$ cat config.mk
export PLATFORM = sky130hd
export DESIGN_NAME = lime_io_bridge
export DESIGN_NICKNAME = d
export VERILOG_FILES = /design/src/rtl/lime_io_bridge.sv
export SDC_FILE = /design/constraint.sdc
export NUM_CORES = 1
export LEC_CHECK = 0
export CORE_MARGIN = 4
export CORE_UTILIZATION = 35
export DETAILED_ROUTE_END_ITERATION = 6
export HOLD_SLACK_MARGIN = 0.02
export PLACE_DENSITY_LB_ADDON = 0.2
export SLEW_MARGIN = 20
export SYNTH_ARGS = -nofsm -noshare
export SYNTH_HDL_FRONTEND = slang
export SYNTH_SLANG_ARGS = --single-unit
export TNS_END_PERCENT = 5
$ cat constraint.sdc
create_clock -name CLK -period 1.85 [get_ports CLK]
set_input_delay 0.555 -clock CLK [delete_from_list [all_inputs] [get_ports CLK]]
set_output_delay 0.555 -clock CLK [all_outputs]
set_load 0.01 [all_outputs]
$ cat src/rtl/lime_io_bridge.sv
// Host I/O stage for the 16-bit core: loads an operand, runs the core, captures its result or times out.
// Latency: operand on edge T, core released after T+1, result valid after the edge that samples proc_out_we.
// Backpressure: one transaction in flight; in_ready low until the host takes the result via res_ready.
module lime_io_bridge #(
    parameter int DATA_W      = 16,
    parameter int TIMEOUT_CYC = 1000,
    parameter int CNT_W       = 16
) (
    input  logic              CLK,
    input  logic              reset_n,
    input  logic [DATA_W-1:0] in_data,
    input  logic              in_valid,
    output logic              in_ready,
    output logic [DATA_W-1:0] main_input,
    output logic              proc_rst_n,
    input  logic [DATA_W-1:0] main_output,
    input  logic              proc_out_we,
    output logic [DATA_W-1:0] res_data,
    output logic              res_valid,
    input  logic              res_ready,
    output logic              res_timeout,
    output logic              busy
);

    typedef enum logic [1:0] {IDLE, LOAD, RUN, DONE} state_t;

    localparam logic [CNT_W-1:0] CNT_LAST = CNT_W'(TIMEOUT_CYC - 1);

    state_t            state, state_nxt;
    logic [CNT_W-1:0]  cnt, cnt_nxt;
    logic [DATA_W-1:0] main_input_nxt, res_data_nxt;
    logic              proc_rst_n_nxt, res_valid_nxt, res_timeout_nxt;

    always_ff @(posedge CLK or negedge reset_n) begin
        if (!reset_n) begin
            state       <= IDLE;
            cnt         <= '0;
            main_input  <= '0;
            proc_rst_n  <= 1'b0;
            res_data    <= '0;
            res_valid   <= 1'b0;
            res_timeout <= 1'b0;
        end else begin
            state       <= state_nxt;
            cnt         <= cnt_nxt;
            main_input  <= main_input_nxt;
            proc_rst_n  <= proc_rst_n_nxt;
            res_data    <= res_data_nxt;
            res_valid   <= res_valid_nxt;
            res_timeout <= res_timeout_nxt;
        end
    end

    always_comb begin
        state_nxt       = state;
        cnt_nxt         = cnt;
        main_input_nxt  = main_input;
        proc_rst_n_nxt  = proc_rst_n;
        res_data_nxt    = res_data;
        res_valid_nxt   = res_valid;
        res_timeout_nxt = res_timeout;
        case (state)
            IDLE: begin
                if (in_valid) begin
                    main_input_nxt = in_data;
                    state_nxt      = LOAD;
                end
            end
            LOAD: begin
                // Operand has been stable for a full cycle before the core leaves reset.
                proc_rst_n_nxt = 1'b1;
                cnt_nxt        = '0;
                state_nxt      = RUN;
            end
            RUN: begin
                cnt_nxt = cnt + 1'b1;
                // A real strobe beats a coincident timeout.
                if (proc_out_we || cnt == CNT_LAST) begin
                    res_data_nxt    = main_output;
                    res_valid_nxt   = 1'b1;
                    res_timeout_nxt = !proc_out_we;
                    proc_rst_n_nxt  = 1'b0;
                    state_nxt       = DONE;
                end
            end
            DONE: begin
                if (res_valid && res_ready) begin
                    res_valid_nxt   = 1'b0;
                    res_timeout_nxt = 1'b0;
                    state_nxt       = IDLE;
                end
            end
            default: state_nxt = IDLE;
        endcase
    end

    assign in_ready = (state == IDLE);
    assign busy     = (state != IDLE);

endmodule

==> flow_summary.yaml, run 1 <==
outcome:
  outcome: "finished clean"
routing:
  drt_wl_total_mm: 5.35
  drtPass1Iterations: 4
  drc: 0
  vias_per_cell: 4.73
  wl_per_cell_um: 13.8
  num_vias: 1837
  drtIter0Drc: 57
  ant_nets: 0
worst_setup_path:
  crit_type: "flip-flop to output port"
  crit_chain: "clkdlybuf4s50_1"
  critPathArrivalTime_ns: 1.23
  start_kind: "flip-flop"
  end_kind: "output port"
  slowest_stage: "clkdlybuf4s50_1"
  worstPathMaxFanout: 2
  critPathMaxStageDelay_ns: 0.54
  critical_path_required_ns: 1.29
  crit_start: "main_input[0]"
  crit_buf_inv: 1
  path_delay_family: "buffers and inverters"
  worstReg2RegStart: "cnt[0]"
clock_tree:
  numCtsBuffers: 5
  h-tree-depth: 2
  cts_tree: "yes"
  clock_latency_ns: 0.31
  path_clk_slew_ns: 0.10
  hold_buffers: 0
  cts-root-buf: "clkbuf_8"
  clkSinkCount: 53
  cts_buffer_depth: 2
synth:
  ys_warn_count: 0
  yosysSeqAreaShare: 0.544
  yosys-top-cells-area: "dfrtp_1 (54%), mux2_2 (9.2%), mux2_4 (6.2%)"
  synth_area_sq_mm: 0.00244
  synth_top_family_by_area: "multiplexers"
  synth_top_area_frac: 0.544
  synth_cell_type_count: 38
  syn_avg_cell_area_sq_um: 12.7
  async_flop_share: 1.00
  synth-simple-area-share: 0.131
  netlist.top_cell.by_area: "dfrtp_1"
  synth_edf_count: 0
  synth_xor_xnor_area_share: 0.0216
  synthMuxAreaShare: 0.171
  synth-adder-area-share: 0.0257
  yosysMostFrequentCell: "dfrtp_1"
  ys_ff_latch: 53
  ys.flop_type: "dfrtp_1"
  synthesis.nets: 234
  ys_top_cells_by_count: "dfrtp_1 (53), mux2_2 (20), mux2_4 (10), nand2_1 (10), nand3_1 (10)"
  synth_compound_area_frac: 0.0744
  syn-instance-count: 192
timing:
  holdWs_ns: 0.217
  worst_pin_slew_ns: 0.356
  finalCriticalPeriod_ns: 1.78
  finalSetupViolCount: 0
  slew_headroom: 0.759
  fmax_mhz: 560
  rsz0062_at_grt: "false"
  finalCritPeriodShare: 0.965
  finalHoldViolCount: 0
  finClkSkew_ns: 0.0126
  finalMaxSlewViolations: 0
place:
  placed_cell_area_sq_mm: 0.00345
  gp_congestion: 0.819
  dpl.hpwl_mm: 4.02
  portBuffers: 73
cells_and_area:
  fin_area_sq_mm: 0.00356
  final_util: 0.524
  antenna_cells: 0
  area_growth_pct: 46.0
  nFillCells: 617
  finish.net_count: 333
  drive_above_1_share: 0.247
global_route:
  antenna_found_initial: 0
  track_usage: 0.131
  grt_pass1_wl_mm: 8.95
  grt_max_degree: 54
  overflow: 0
  first_global_vias: 1809
floorplan:
  coreArea_sq_mm: 0.00679
  die_height_um: 91.5
  boundaryPins: 74
  start_util: 0.359
  dieArea_sq_mm: 0.00836
  die_w_um: 91.5
  rows: 30
power:
  ir_worst_vdd_v: 0.000785
  leakagePower_nw: 1.57
  p_per_area_mw_per_mm2: 1420
  power_mw: 5.06
job:
  drv_cap: 0
hold_path:
  hold_path_class: "input pin to async pin"
flip-flops by register name (all words and copies together) (netlist names):
signal and cells:
cnt 16, main_input 16, res_data 16, state 2, proc_rst_n 1, res_timeout 1
res_valid 1
where the power goes:
part	internal (mW)	switching, mW
logic	1.57	1.05
clock network	0.269	0.389
registers	1.58	0.205
cell type report:
type                    count  area [sq um]  area share
clock buffers               5          68.8      0.0193
clock inverters             3          22.5     0.00633
inverters                   7          26.3     0.00738
multi-input cells         125          1050       0.294
flip-flops and latches     53          1330       0.373
well taps                  96           120      0.0337
repair buffers             99           950       0.267
timing repair:
action                                  CTS  global route
setup buffers                             0             0
cloned                                    0             0
endpoints found under the setup margin    3            17
gates resized for setup                   5             6
path summary, 6_finish.rpt:
path | end | slack, ns | cells past startpoint
setup / recovery | main_input[0] | 0.07 | 1
hold / removal | main_input[13] | 0.22 | 2
setup reg to reg | res_data[6] | 0.11 | 6
hold reg to reg | res_data[0] | 0.51 | 1
max in group asynchronous | cnt[8] | 1.38 | 2
min in group CLK | res_data[0] | 0.51 | 1
stage by stage:
stage / setup WS (ns) / TNS, ns / instances
6_report: 0.0656 / 0 / 388
5_1_grt: 0.00350 / 0 / 388
4_1_cts: 0.00729 / 0 / 388
3_5_place_dp: -0.227 / -3.30 / 380
3_3_place_gp: -0.200 / -2.97 / 380
2_1_floorplan: 0.0175 / 0 / 192
placed cells by master, fill, tap and decap left out, types with 3 or more instances in the layout:
| cell | count |
|---|---|
| a21oi_1 | 4 |
| a22o_1 | 3 |
| and3_1 | 3 |
| buf_4 | 22 |
| clkbuf_8 | 5 |
| clkdlybuf4s50_1 | 68 |
| dfrtp_1 | 53 |
| ha_1 | 3 |
| inv_1 | 7 |
| mux2_2 | 20 |
| mux2_4 | 10 |
| nand2_1 | 10 |
| nand2b_1 | 3 |
| nand3_1 | 10 |
| nand4_1 | 5 |
| nor2_1 | 9 |
| o21ai_0 | 9 |
| or3_1 | 3 |
| xor2_1 | 4 |
cells by family after synthesis:
| group | count (synthesis) |
|---|---|
| XOR/XNOR | 6 |
| multiplexers | 34 |
| AO/OA/AOI/OAI | 26 |
| AND/OR/NAND/NOR | 54 |
| flip-flops | 53 |
| buffers and inverters | 14 |
| adder cells (fa/ha/maj) | 5 |
metal layers:
layer | vias up | share of wire | track usage
met5 | - | 0 | 0
met4 | 0 | 0.012 | 0.0415
met3 | 8 | 0.050 | 0.0340
met2 | 55 | 0.43 | 0.192
met1 | 884 | 0.51 | 0.189
li1 | 890 | - | -
No activity file was read; power rests on OpenSTA's default activity.
==> inputs of run 2 (changes only) <==
--- a/config.mk
+++ b/config.mk
@@ -8,8 +8,10 @@
 export CORE_MARGIN = 4
 export CORE_UTILIZATION = 35
 export DETAILED_ROUTE_END_ITERATION = 6
+export GPL_ROUTABILITY_DRIVEN = 0
 export HOLD_SLACK_MARGIN = 0.02
 export PLACE_DENSITY_LB_ADDON = 0.2
+export SKIP_CTS_REPAIR_TIMING = 1
 export SLEW_MARGIN = 20
 export SYNTH_ARGS = -nofsm -noshare
 export SYNTH_HDL_FRONTEND = slang
==> flow_summary.yaml, run 2 (same netlist as run 1, synthesis figures left out) <==
timing:
  holdWs_ns: 0.216
  finalHoldViolCount: 0
  tns_ns: 0
  worst_pin_slew_ns: 0.356
  finalSetupViolCount: 0
  finalCritPeriodShare: 0.964
  fmax_mhz: 561
  finClkSkew_ns: 0.0131
  rsz0062_at_grt: "false"
  slew_headroom: 0.759
  finalCriticalPeriod_ns: 1.78
  finalMaxSlewViolations: 0
routing:
  num_vias: 1843
  ant_nets: 0
  wl_per_cell_um: 13.8
  vias_per_cell: 4.75
  drt_wl_total_mm: 5.36
  drc: 0
  drtIter0Drc: 41
  drtPass1Iterations: 4
power:
  ir_worst_vdd_v: 0.000789
  p_per_area_mw_per_mm2: 1430
  power_mw: 5.12
  leakagePower_nw: 1.60
cells_and_area:
  fin_area_sq_mm: 0.00358
  antenna_cells: 0
  finish.net_count: 333
  final_cell_count_no_fill: 388
  drive_above_1_share: 0.243
  top_regs: "cnt: 16 flops, main_input: 16 flops, res_data: 16 flops"
  final_cell_mix: "clkdlybuf4s50_1 (68), dfrtp_1 (53), buf_4 (22)"
  mostFrequentLayoutCell: "clkdlybuf4s50_1"
  area_growth_pct: 47.0
global_route:
  grt_pass1_wl_mm: 8.94
  overflow: 0
  track_usage: 0.131
  grt_max_degree: 54
  antenna_found_initial: 0
  first_global_vias: 1809
clock_tree:
  clkSinkCount: 53
  clock_latency_ns: 0.31
  h-tree-depth: 2
  cts_buffer_depth: 2
  path_clk_slew_ns: 0.10
  cts-root-buf: "clkbuf_8"
  cts_tree: "yes"
  numCtsBuffers: 5
worst_setup_path:
  crit_chain: "clkdlybuf4s50_1"
  worstReg2RegStart: "cnt[0]"
  crit_type: "flip-flop to output port"
  path_delay_family: "buffers and inverters"
  critPathArrivalTime_ns: 1.23
  critPathMaxStageDelay_ns: 0.54
  crit_buf_inv: 1
  critical_path_required_ns: 1.29
  crit_start: "main_input[0]"
  end_kind: "output port"
  start_kind: "flip-flop"
  worstPathMaxFanout: 2
  slowest_stage: "clkdlybuf4s50_1"
place:
  dp_cells: 380
  placed_cell_area_sq_mm: 0.00345
  portBuffers: 73
  dpl.hpwl_mm: 4.02
floorplan:
  die_w_um: 91.5
  dieArea_sq_mm: 0.00836
  boundaryPins: 74
  die_height_um: 91.5
  rows: 30
  coreArea_sq_mm: 0.00679
  start_util: 0.359
job:
  drv_cap: 0
hold_path:
  hold_path_class: "input pin to async pin"
outcome:
  outcome: "finished clean"
run 2: worst paths after layout:
kind,cells past startpoint,slack (ns),end
worst min register to register,1,0.51,res_data[0]
min in group CLK,1,0.51,res_data[0]
worst min-delay path,2,0.22,main_input[13]
max in group asynchronous,2,1.38,cnt[8]
worst max-delay path,1,0.07,main_input[0]
worst max register to register,6,0.10,res_data[6]
run 2: final cells by class:
class	count	area, sq um
tap	96	120
timing repair buffer	99	963
clock buffer	5	68.8
inverter	7	26.3
multi-input combinational	125	1060
fill	617	3210
sequential	53	1330
clock inverter	3	22.5
run 2: report_power, final:
part	switching [mW]	internal (mW)	total, mW
combinational	1.06	1.61	2.67
clock	0.390	0.269	0.659
sequential	0.204	1.58	1.79
run 2: stage by stage:
stage / worst slack (ns) / utilization
6_report: 0.0667 / 0.527
5_1_grt: 0.00930 / 0.527
4_1_cts: -0.305 / 0.522
3_5_place_dp: -0.227 / 0.508
3_3_place_gp: -0.200 / 0.508
2_1_floorplan: 0.0175 / -
run 2: metal layers:
| metal | global-route usage | up-vias | routed length, um |
|---|---|---|---|
| met4 | 0.0415 | 0 | 65 |
| met1 | 0.188 | 888 | 2730 |
| met5 | 0 | - | 0 |
| met2 | 0.192 | 57 | 2300 |
| li1 | - | 890 | - |
| met3 | 0.0340 | 8 | 267 |
==> inputs of run 3 (changes only) <==
--- a/config.mk
+++ b/config.mk
@@ -7,6 +7,7 @@
 export LEC_CHECK = 0
 export CORE_MARGIN = 4
 export CORE_UTILIZATION = 35
+export CTS_BUF_LIST = sky130_fd_sc_hd__clkbuf_8
 export DETAILED_ROUTE_END_ITERATION = 6
 export GPL_ROUTABILITY_DRIVEN = 0
 export HOLD_SLACK_MARGIN = 0.02
==> results of run 3 <==
The final DEF is identical to that of run 2; final timing and power are the same.
